===== src/rtl/apb_fsm_controller.sv =====
// APB setup/enable sequencer for the AHB-to-APB bridge; optional `APB_PREADY_EN adds a Pready input.
// Latency: read setup 1 cycle after the AHB address phase, write setup 2 cycles after (waits for data).
// Backpressure: Hreadyout low during read setup, pipelined write setup, and while Pready is low (APB_PREADY_EN).
module apb_fsm_controller #(
    parameter int ADDR_W = 32,
    parameter int DATA_W = 32,
    parameter int NSLV   = 3
) (
    input  logic              Hclk,
    input  logic              Hreset,
    input  logic              valid,
    input  logic [ADDR_W-1:0] Haddr,
    input  logic [ADDR_W-1:0] Haddr1,
    input  logic [ADDR_W-1:0] Haddr2,
    input  logic [DATA_W-1:0] Hwdata,
    input  logic [DATA_W-1:0] Hwdata1,
    input  logic              Hwrite,
    input  logic              Hwritereg,
    input  logic [NSLV-1:0]   tempselx,
`ifdef APB_PREADY_EN
    input  logic              Pready,
`endif
    output logic [NSLV-1:0]   Pselx,
    output logic              Penable,
    output logic              Pwrite,
    output logic [ADDR_W-1:0] Paddr,
    output logic [DATA_W-1:0] Pwdata,
    output logic              Hreadyout
);

    typedef enum logic [2:0] {
        ST_IDLE,
        ST_WWAIT,
        ST_READ,
        ST_WRITE,
        ST_WRITEP,
        ST_RENABLE,
        ST_WENABLE,
        ST_WENABLEP
    } state_t;

    state_t              state_q;
    logic [NSLV-1:0]     selx1_q;
    logic [NSLV-1:0]     selx2_q;
    logic [NSLV-1:0]     pselx_q;
    logic                penable_q;
    logic                pwrite_q;
    logic [ADDR_W-1:0]   paddr_q;
    logic [DATA_W-1:0]   pwdata_q;
    logic                hreadyout_q;
    logic                pready_w;

`ifdef APB_PREADY_EN
    assign pready_w = Pready;
`else
    assign pready_w = 1'b1;
`endif

    always_ff @(posedge Hclk) begin
        if (Hreset) begin
            state_q     <= ST_IDLE;
            selx1_q     <= '0;
            selx2_q     <= '0;
            pselx_q     <= '0;
            penable_q   <= 1'b0;
            pwrite_q    <= 1'b0;
            paddr_q     <= '0;
            pwdata_q    <= '0;
            hreadyout_q <= 1'b1;
        end else begin
            selx1_q <= tempselx;
            selx2_q <= selx1_q;
            case (state_q)
                ST_IDLE, ST_RENABLE, ST_WENABLE: begin
                    if (state_q != ST_IDLE && !pready_w) begin
                        hreadyout_q <= 1'b0;
                    end else if (valid && !Hwrite) begin
                        state_q     <= ST_READ;
                        pselx_q     <= tempselx;
                        paddr_q     <= Haddr;
                        pwrite_q    <= 1'b0;
                        penable_q   <= 1'b0;
                        hreadyout_q <= 1'b0;
                    end else begin
                        state_q     <= valid ? ST_WWAIT : ST_IDLE;
                        pselx_q     <= '0;
                        penable_q   <= 1'b0;
                        hreadyout_q <= 1'b1;
                    end
                end
                // Write data arrives one cycle after its address, so setup uses the delayed address/select.
                ST_WWAIT: begin
                    state_q     <= valid ? ST_WRITEP : ST_WRITE;
                    pselx_q     <= selx1_q;
                    paddr_q     <= Haddr1;
                    pwdata_q    <= Hwdata;
                    pwrite_q    <= 1'b1;
                    penable_q   <= 1'b0;
                    hreadyout_q <= !valid;
                end
                ST_READ: begin
                    state_q     <= ST_RENABLE;
                    penable_q   <= 1'b1;
                    hreadyout_q <= 1'b1;
                end
                ST_WRITE: begin
                    state_q     <= valid ? ST_WENABLEP : ST_WENABLE;
                    penable_q   <= 1'b1;
                    hreadyout_q <= 1'b1;
                end
                ST_WRITEP: begin
                    state_q     <= ST_WENABLEP;
                    penable_q   <= 1'b1;
                    hreadyout_q <= 1'b1;
                end
                ST_WENABLEP: begin
                    if (!pready_w) begin
                        hreadyout_q <= 1'b0;
                    end else if (!Hwritereg) begin
                        state_q     <= ST_READ;
                        pselx_q     <= tempselx;
                        paddr_q     <= Haddr;
                        pwrite_q    <= 1'b0;
                        penable_q   <= 1'b0;
                        hreadyout_q <= 1'b0;
                    end else begin
                        // The pipelined write's address is now two cycles old.
                        state_q     <= valid ? ST_WRITEP : ST_WRITE;
                        pselx_q     <= selx2_q;
                        paddr_q     <= Haddr2;
                        pwdata_q    <= Hwdata1;
                        pwrite_q    <= 1'b1;
                        penable_q   <= 1'b0;
                        hreadyout_q <= !valid;
                    end
                end
                default: begin
                    state_q     <= ST_IDLE;
                    pselx_q     <= '0;
                    penable_q   <= 1'b0;
                    hreadyout_q <= 1'b1;
                end
            endcase
        end
    end

    assign Pselx     = pselx_q;
    assign Penable   = penable_q;
    assign Pwrite    = pwrite_q;
    assign Paddr     = paddr_q;
    assign Pwdata    = pwdata_q;
    assign Hreadyout = hreadyout_q;

endmodule


===== config.mk =====
export PLATFORM = sky130hd
export DESIGN_NAME = apb_fsm_controller
export DESIGN_NICKNAME = d
export VERILOG_FILES = /design/src/rtl/apb_fsm_controller.sv
export SDC_FILE = /design/constraint.sdc
export NUM_CORES = 1
export LEC_CHECK = 0
export BUFFER_PORTS_ARGS = -buffer_cell sky130_fd_sc_hd__buf_2
export CAP_MARGIN = 20
export CELL_PAD_IN_SITES_DETAIL_PLACEMENT = 0
export CELL_PAD_IN_SITES_GLOBAL_PLACEMENT = 1
export CORE_MARGIN = 5
export CORE_UTILIZATION = 35
export DETAILED_ROUTE_END_ITERATION = 7
export GPL_ROUTABILITY_DRIVEN = 0
export PLACE_DENSITY_LB_ADDON = 0.2
export SYNTH_ARGS = -nofsm -noshare
export SYNTH_HDL_FRONTEND = slang
export SYNTH_SLANG_ARGS = --single-unit

===== constraint.sdc =====
create_clock -name Hclk -period 3.7 [get_ports Hclk]
set_input_delay 0.925 -clock Hclk [delete_from_list [all_inputs] [get_ports Hclk]]
set_output_delay 0.925 -clock Hclk [all_outputs]
set_load 0.005 [all_outputs]

==> results of run 1 <==
==> cell usage in the layout (no fill, tap or decap), types with 2 or more instances in the layout <==
cell and n:
clkbuf_1 2, clkbuf_8 2, nand2b_1 2, mux2i_1 32
buf_4 8, dfxtp_2 2, o41ai_1 2, a22oi_1 32
nor2_1 42, a32o_1 32, dfxtp_1 77, and2_1 2
o211ai_1 3, buf_2 236, a311oi_1 3, buf_12 2
nor2b_1 10, clkbuf_16 9, o21ai_0 2, bufinv_16 2
nand2_1 4, a21oi_1 39, a211oi_2 58, inv_1 2
a211oi_1 8
==> power breakdown <==
part | switching, uW | leakage [uW] | internal [uW] | total, uW
registers | 146 | 0.000652 | 1060 | 1200
logic | 796 | 0.00187 | 601 | 1400
clock network | 341 | 0.000160 | 627 | 968
total | 1280 | 0.00268 | 2290 | 3570
==> Yosys cell counts (all sizes together), types with 3 or more instances <==
master,n,share of area [%]
a21oi,40,4.9
mux2i,32,7.5
a311oi,3,0.62
nand2,4,0.35
and2,3,0.44
a211oi,66,18
o211ai,3,0.53
nor2,44,4.1
a22oi,32,5.6
clkbuf,15,1.3
dfxtp,79,37
a32o,32,7.5
o21ai,3,0.44
nor2b,10,1.5
buf,36,5.9
==> layout make-up <==
| cell class | count | area, sq um |
|---|---|---|
| Clock inverter | 3 | 65.1 |
| Inverter | 2 | 7.51 |
| Sequential cell | 79 | 1580 |
| Fill cell | 1151 | 6250 |
| Timing Repair Buffer | 246 | 1280 |
| Tap cell | 147 | 184 |
| Clock buffer | 13 | 260 |
| Antenna cell | 1 | 2.50 |
| Multi-Input combinational cell | 291 | 2370 |
==> worst max-delay path, stage by stage, from the launching register on <==
cell and delay, ns:
dfxtp_2 0.64, buf_4 0.41, nor3b_2 0.12, nor2_2 0.12
and2_2 0.78, a211oi_1 0.15
==> metal layers <==
metal / wire [microns] / share of wire, %
met1: 5870 / 41
met2: 6760 / 47
met5: 0 / 0
met4: 320 / 2.2
met3: 1360 / 9.5
==> kinds of logic (layout without fill, tap and decap cells) <==
group           count (synthesis)  in the layout  synth area share [%]
simple gates                   69             69                  7.88
compound gates                189            189                  40.0
mux                            32             32                  7.50
other cells                     0              1                     0
buf+inv                        53            264                  7.44
flops                          79             79                  37.0
xor+xnor                        1              1                 0.205
==> path summary, 6_finish.rpt <==
check	from	end	slack, ns	cells after the start
hold reg to reg	selx1_q[1]	selx2_q[1]	0.47	1
setup / recovery	state_q[0]	Paddr[3]	1.28	5
hold / removal	selx1_q[1]	selx2_q[1]	0.47	1
setup reg to reg	state_q[0]	Paddr[3]	1.28	5
==> registers in the layout (all words and copies together), names as in the netlist, 3 cells and up <==
signal	cells
Paddr	32
Pwdata	32
Pselx	3
selx1_q	3
selx2_q	3
state_q	3
==> stage by stage <==
stage | area (sq um) | util, % | setup slack, ns | instances | hold slack (ns)
after floorplan | 4270 | - | 1.70 | 423 | 0.438
after global placement | 5430 | 45.2 | 1.20 | 765 | 0.445
after detailed placement | 5430 | 45.2 | 1.14 | 765 | 0.459
after CTS | 5760 | 47.9 | 1.27 | 781 | 0.467
after global routing | 5760 | 47.9 | 1.07 | 782 | 0.491
final | 5760 | 47.9 | 1.28 | 782 | 0.468
==> qor.txt, run 1 <==
Static Leak: 0.00268 uW
CP startpoint kind: flip-flop
Clock Path Buffers: 2
H-tree Lvls: 3
Hold Buf Count CTS: 0
wire per inst: 18.3 microns
critical path capture point type: flip-flop
overall global routing resource usage: 19.0%
Vias: 4252
post-route setup TNS: 0 ns
largest net degree at the start of global routing: 67
core area: 0.0120 sq mm
layout cells sized above 1: 52.2%
status: completed
Ports: 238
Synth Area per Inst: 10.1 sq um
CP Data Required Time: 3.87 ns
Initial Utilization: 35.6%
first-pass GRT wire length: 22200 microns
area of the die: 0.0145 sq mm
met3 Use GR: 5.75%
Final Hold Viols: 0
flops & latches, synth: 79
Most Crowded Layer GR: met2
fin crit period: 2.42 ns
number of core rows: 40
Slew @ Worst Pin: 0.942 ns
PwrDens: 620 mW/mm^2
Gate Count Post-Synth: 423
Antenna Nets Post-Route: 0
Horiz. Die Dim: 120 microns
WP data arrival: 2.58 ns
vias in the first global route: 4410
Final setup violation count: 0
first drt pass iteration count: 5
GRT met2 Usage: 32.8%
crit-path max FO: 32
Remaining DRCs: 0
synth unique cells: 40
asr flop ratio synth: 0%
RSZ-0062 raised after global routing: false
clk_lat worst skew: 0.33 ns
nets@finish: 797
met1 Use GR: 22.0%
pins over their slew limit: 0
ys flop type: dfxtp_1
Tcrit/Tclk final: 65.3%
TritonCTS Buffers: 9
die height: 120 microns
IO buf count: 237
P&R area growth vs syn: 34.8%
Ys Warns: 0
number of synthesized flops with an enable pin: 0
Post-DP HPWL: 10500 microns
grt ovf: 0
min-delay worst type: reg -> reg
clock sink count: 79
Design Power: 3570 uW
Routed Wire Length: 14300 microns
WS Path Type: reg -> reg
Root Buffer: clkbuf_16
Peak supply drop: 0.233 mV
post-CTS setup buffers: 0
Clock Skews: 0.00480 ns
sequential-to-total area share from yosys stat: 37.0%
Detailed Route Iter0 Violations: 182
area of the mapped netlist: 0.00427 sq mm
Vias per Instance: 5.44
Slew Limit Headroom: 37.2%
CTS tree: built
Max Cap Viol: 0
post-CTS resize count: 0
Clock Pin Slew Worst Setup and Hold Paths: 0.06 ns
initial antenna violation count: 1
fmax: 414 MHz
Mapped Nets: 591
(Power assumes the default switching activity.)
==> run 2: changes to the inputs <==
--- a/config.mk
+++ b/config.mk
@@ -10,7 +10,7 @@
 export CELL_PAD_IN_SITES_DETAIL_PLACEMENT = 0
 export CELL_PAD_IN_SITES_GLOBAL_PLACEMENT = 1
 export CORE_MARGIN = 5
-export CORE_UTILIZATION = 35
+export CORE_UTILIZATION = 29
 export DETAILED_ROUTE_END_ITERATION = 7
 export GPL_ROUTABILITY_DRIVEN = 0
 export PLACE_DENSITY_LB_ADDON = 0.2
==> constraint.sdc (replaced) <==
create_clock -name Hclk -period 2.2 [get_ports Hclk]
set_input_delay 0.55 -clock Hclk [delete_from_list [all_inputs] [get_ports Hclk]]
set_output_delay 0.55 -clock Hclk [all_outputs]
set_load 0.005 [all_outputs]
==> qor.txt, run 2 (synthesis results as in run 1) <==
status: completed (unchanged)
most frequent cells in the layout: buf_2 (236), dfxtp_1 (77), a211oi_2 (58), nor2_1 (42), a21oi_1 (39) (unchanged)
post-CTS resize count: 0 (unchanged)
WP data arrival: 2.09 ns (was 2.58 ns)
Antenna Nets Post-Route: 0 (unchanged)
P&R area growth vs syn: 38.9% (was 34.8%)
IO buf count: 237 (unchanged)
layout cells sized above 1: 52.8% (was 52.2%)
Clock Path Buffers: 2 (unchanged)
Hold Buf Count CTS: 0 (unchanged)
CP startpoint kind: flip-flop (unchanged)
fillcell total: 1461 (was 1151)
fin crit period: 1.88 ns (was 2.42 ns)
Final Hold Viols: 0 (unchanged)
PwrDens: 1030 mW/mm^2 (was 620 mW/mm^2)
Design Power: 6130 uW (was 3570 uW)
overall global routing resource usage: 16.3% (was 19.0%)
Vias per Instance: 5.08 (was 5.44)
CP Data Required Time: 2.41 ns (was 3.87 ns)
Slew Limit Headroom: 55.4% (was 37.2%)
Routed Wire Length: 14700 microns (was 14300 microns)
Comb power frac: 40.7% (was 39.1%)
Post-Route Utilization: 41.0% (was 47.9%)
Peak supply drop: 0.309 mV (was 0.233 mV)
power share of the clock group: 26.6% (was 27.1%)
nets@finish: 805 (was 797)
Post-DP HPWL: 11100 microns (was 10500 microns)
die height: 131 microns (was 120 microns)
internal power: 3950 uW (was 2290 uW)
post-route setup TNS: 0 ns (unchanged)
pins over their slew limit: 0 (unchanged)
Root Buffer: clkbuf_16 (unchanged)
post-CTS setup buffers: 0 (unchanged)
Switching Share: 35.6% (was 35.9%)
min-delay worst type: in -> reg (was reg -> reg)
register share of total power: 32.7% (was 33.7%)
WS Path Type: reg -> reg (unchanged)
Critical-path top delay cell: dfxtp_2 (was and2_2)
Multi-input gate area: 0.00238 sq mm (was 0.00237 sq mm)
first drt pass iteration count: 4 (was 5)
Initial Utilization: 29.5% (was 35.6%)
Static Leak: 0.00275 uW (was 0.00268 uW)
Horiz. Die Dim: 131 microns (was 120 microns)
Tcrit/Tclk final: 85.6% (was 65.3%)
Final setup violation count: 0 (unchanged)
most used cell, CP: buf_4
critical path capture point type: flip-flop (unchanged)
slowest stage delay, CP: 0.61 ns (was 0.78 ns)
Clock Pin Slew Worst Setup and Hold Paths: 0.06 ns (about the same)
Max Cap Viol: 0 (unchanged)
Worst Hold Slack: 0.445 ns (was 0.468 ns)
number of core rows: 44 (was 40)
grt ovf: 0 (unchanged)
initial antenna violation count: 3 (was 1)
clock sink count: 79 (unchanged)
Net Switching: 2190 uW (was 1280 uW)
Ports: 238 (unchanged)
TritonCTS Buffers: 9 (unchanged)
Remaining DRCs: 0 (unchanged)
first-pass GRT wire length: 23100 microns (was 22200 microns)
H-tree Lvls: 3 (unchanged)
clk_lat worst skew: 0.34 ns (was 0.33 ns)
wire per inst: 17.8 microns (was 18.3 microns)
fmax: 531 MHz (was 414 MHz)
Clock Skews: 0.00367 ns (was 0.00480 ns)
largest net degree at the start of global routing: 67 (unchanged)
core area: 0.0145 sq mm (was 0.0120 sq mm)
crit-path max FO: 30 (was 32)
Slew @ Worst Pin: 0.669 ns (was 0.942 ns)
vias in the first global route: 4480 (was 4410)
Vias: 4198 (was 4252)
most common cell after layout, fill and taps aside: buf_2 (unchanged)
FF+latch area: 0.00158 sq mm (unchanged)
CTS tree: built (unchanged)
Detailed Route Iter0 Violations: 133 (was 182)
critical path cell sequence: buf_4 -> a21oi_4 -> buf_4 -> a22oi_1 -> a211oi_2 (was buf_4 -> nor3b_2 -> nor2_2 -> and2_2 -> a211oi_1)
area of the die: 0.0173 sq mm (was 0.0145 sq mm)
RSZ-0062 raised after global routing: false (unchanged)
[run 2: cell types whose count changed in the layout (fill, tap and decap cells not counted), sizes merged]
cell,delta
buf,+8
[run 2: power by group through the flow]
stage / combinational (uW) / sequential [uW] / clock, uW
global route: 2760 / 2050 / 1750
detailed placement: 2530 / 2030 / 0
CTS: 2540 / 2010 / 1690
floorplan: 1700 / 2010 / 0
global placement: 2490 / 2030 / 0
finish: 2500 / 2010 / 1630
[run 2: layout make-up]
class / instances / area share [%]
sequential: 79 / 26.7
clock buffer: 13 / 4.39
multi-input combinational: 291 / 40.1
antenna: 1 / 0.0422
tap: 184 / 3.88
timing repair buffer: 254 / 23.7
clock inverter: 3 / 1.10
inverter: 2 / 0.127
[run 2: metal layers]
metal	track usage [%]	share of wire, %
met3	6.54	10
met5	0	0.13
met1	18.0	40
met2	28.1	48
met4	5.94	1.6
[run 2: through the flow]
step	instance area, sq um	setup WS (ns)	instances
4_1_cts	5930	0.330	826
6_report	5930	0.316	827
5_1_grt	5930	0.208	827
3_5_place_dp	5610	0.336	810
3_3_place_gp	5610	0.403	810
2_1_floorplan	4270	0.576	423
[run 2: critical path: cells and delay by family, from the launching register on]
| family | cells | cell delay (ns) |
|---|---|---|
| AOI/OAI and AO/OA | 3 | 0.47 |
| DFF | 1 | 0.61 |
| buffers and inverters | 2 | 0.63 |
[run 2: worst paths after layout]
kind / from / to / slack, ns / depth (start not counted)
hold reg to reg: selx1_q[2] / selx2_q[2] / 0.46 / 1
setup reg to reg: state_q[0] / Paddr[4] / 0.32 / 5
hold / removal: tempselx[2] / selx1_q[2] / 0.45 / 2
setup / recovery: state_q[0] / Paddr[4] / 0.32 / 5
==> run 3: changes to the inputs <==
--- a/config.mk
+++ b/config.mk
@@ -10,7 +10,8 @@
 export CELL_PAD_IN_SITES_DETAIL_PLACEMENT = 0
 export CELL_PAD_IN_SITES_GLOBAL_PLACEMENT = 1
 export CORE_MARGIN = 5
-export CORE_UTILIZATION = 29
+export CORE_UTILIZATION = 30
+export CTS_BUF_LIST = sky130_fd_sc_hd__clkbuf_4
 export DETAILED_ROUTE_END_ITERATION = 7
 export GPL_ROUTABILITY_DRIVEN = 0
 export PLACE_DENSITY_LB_ADDON = 0.2
==> qor.txt, run 3 (synthesis results as in run 1) <==
Static Leak: 0.00268 uW (was 0.00275 uW)
Max Cap Viol: 0 (unchanged)
number of core rows: 43 (was 44)
Clock Skews: 0.0172 ns (was 0.00367 ns)
RSZ-0062 raised after global routing: false (unchanged)
overall global routing resource usage: 16.6% (was 16.3%)
Vias: 4270 (was 4198)
nets@finish: 810 (was 805)
fmax: 531 MHz (about the same)
Antenna Nets Post-Route: 0 (unchanged)
IO buf count: 237 (unchanged)
most common cell after layout, fill and taps aside: buf_2 (unchanged)
Peak supply drop: 0.377 mV (was 0.309 mV)
area of the die: 0.0167 sq mm (was 0.0173 sq mm)
status: completed (unchanged)
post-route setup TNS: 0 ns (unchanged)
first-pass GRT wire length: 21800 microns (was 23100 microns)
Initial Utilization: 30.7% (was 29.5%)
min-delay worst type: in -> reg (unchanged)
Design Power: 5370 uW (was 6130 uW)
wire per inst: 17.5 microns (was 17.8 microns)
CP Data Required Time: 2.53 ns (was 2.41 ns)
Final setup violation count: 0 (unchanged)
grt ovf: 0 (unchanged)
fin crit period: 1.88 ns (about the same)
Routed Wire Length: 14500 microns (was 14700 microns)
Horiz. Die Dim: 129 microns (was 131 microns)
Slew Limit Headroom: 57.1% (was 55.4%)
post-CTS setup buffers: 0 (unchanged)
Ports: 238 (unchanged)
Slew @ Worst Pin: 0.644 ns (was 0.669 ns)
first drt pass iteration count: 4 (unchanged)
WP data arrival: 2.21 ns (was 2.09 ns)
Root Buffer: clkbuf_4 (was clkbuf_16)
Post-DP HPWL: 10900 microns (was 11100 microns)
pins over their slew limit: 0 (unchanged)
Detailed Route Iter0 Violations: 197 (was 133)
post-CTS resize count: 0 (unchanged)
PwrDens: 934 mW/mm^2 (was 1030 mW/mm^2)
die height: 129 microns (was 131 microns)
CTS tree: built (unchanged)
Remaining DRCs: 0 (unchanged)
CP startpoint kind: flip-flop (unchanged)
crit-path max FO: 32 (was 30)
Hold Buf Count CTS: 0 (unchanged)
fillcell total: 1391 (was 1461)
most frequent cells in the layout: buf_2 (236), dfxtp_1 (77), a211oi_2 (58), nor2_1 (42), a21oi_1 (39) (unchanged)
critical path capture point type: flip-flop (unchanged)
WS Path Type: reg -> reg (unchanged)
H-tree Lvls: 3 (unchanged)
clk_lat worst skew: 0.43 ns (was 0.34 ns)
core area: 0.0139 sq mm (was 0.0145 sq mm)
layout cells sized above 1: 53.0% (was 52.8%)
Clock Path Buffers: 2 (unchanged)
vias in the first global route: 4298 (was 4480)
TritonCTS Buffers: 9 (unchanged)
Final Hold Viols: 0 (unchanged)
clock sink count: 79 (unchanged)
P&R area growth vs syn: 34.4% (was 38.9%)
largest net degree at the start of global routing: 45 (was 67)
Clock Pin Slew Worst Setup and Hold Paths: 0.13 ns (was 0.06 ns)
Vias per Instance: 5.16 (was 5.08)
# diodes: 0 (was 1)
Tcrit/Tclk final: 85.6% (about the same)
initial antenna violation count: 0 (was 3)
-- run 3: metrics by stage --
step	util (%)	instances	instance area (sq um)	worst slack, ns	hold WS (ns)
CTS	41.2	827	5740	0.300	0.298
finish	41.2	827	5740	0.317	0.347
detailed placement	40.3	811	5610	0.328	0.463
global route	41.2	827	5740	0.160	0.306
floorplan	-	423	4270	0.576	0.438
global placement	40.3	811	5610	0.362	0.451
-- run 3: cell type report --
| cell class | count | area (sq um) | share of cell area [%] |
|---|---|---|---|
| multi-input cells | 291 | 2380 | 41.4 |
| well taps | 180 | 225 | 3.92 |
| clock buffers | 11 | 82.6 | 1.44 |
| repair buffers | 259 | 1420 | 24.7 |
| inverters | 2 | 7.51 | 0.131 |
| clock inverters | 5 | 48.8 | 0.849 |
| flip-flops and latches | 79 | 1580 | 27.6 |
-- run 3: worst paths after layout --
check / startpoint / to / slack, ns / depth (start not counted)
setup / recovery: state_q[1] / Paddr[3] / 0.32 / 5
hold / removal: tempselx[2] / selx1_q[2] / 0.35 / 2
setup reg to reg: state_q[1] / Paddr[3] / 0.32 / 5
hold reg to reg: selx1_q[2] / selx2_q[2] / 0.48 / 1
-- run 3: metal layers --
| metal | routed length [microns] | up-vias | share of wire [%] | global-route usage [%] |
|---|---|---|---|---|
| met4 | 314 | 0 | 2.2 | 6.55 |
| met2 | 6790 | 201 | 47 | 28.4 |
| met5 | 0 | - | 0 | 0 |
| met3 | 1520 | 20 | 10 | 4.62 |
| met1 | 5880 | 1961 | 41 | 19.6 |
| li1 | - | 2088 | - | - |
-- run 3: where the power goes --
part	total, uW	switching [uW]	internal, uW
Sequential	1990	213	1780
Combinational	2510	1400	1110
Clock	868	505	362
Total	5370	2110	3250
-- run 3: critical path: stages, from the launching register on --
cell and delay [ns]:
dfxtp_1 0.63, nor2b_1 0.38, nor2_4 0.14, and2_2 0.21, buf_12 0.18, a211oi_1 0.22
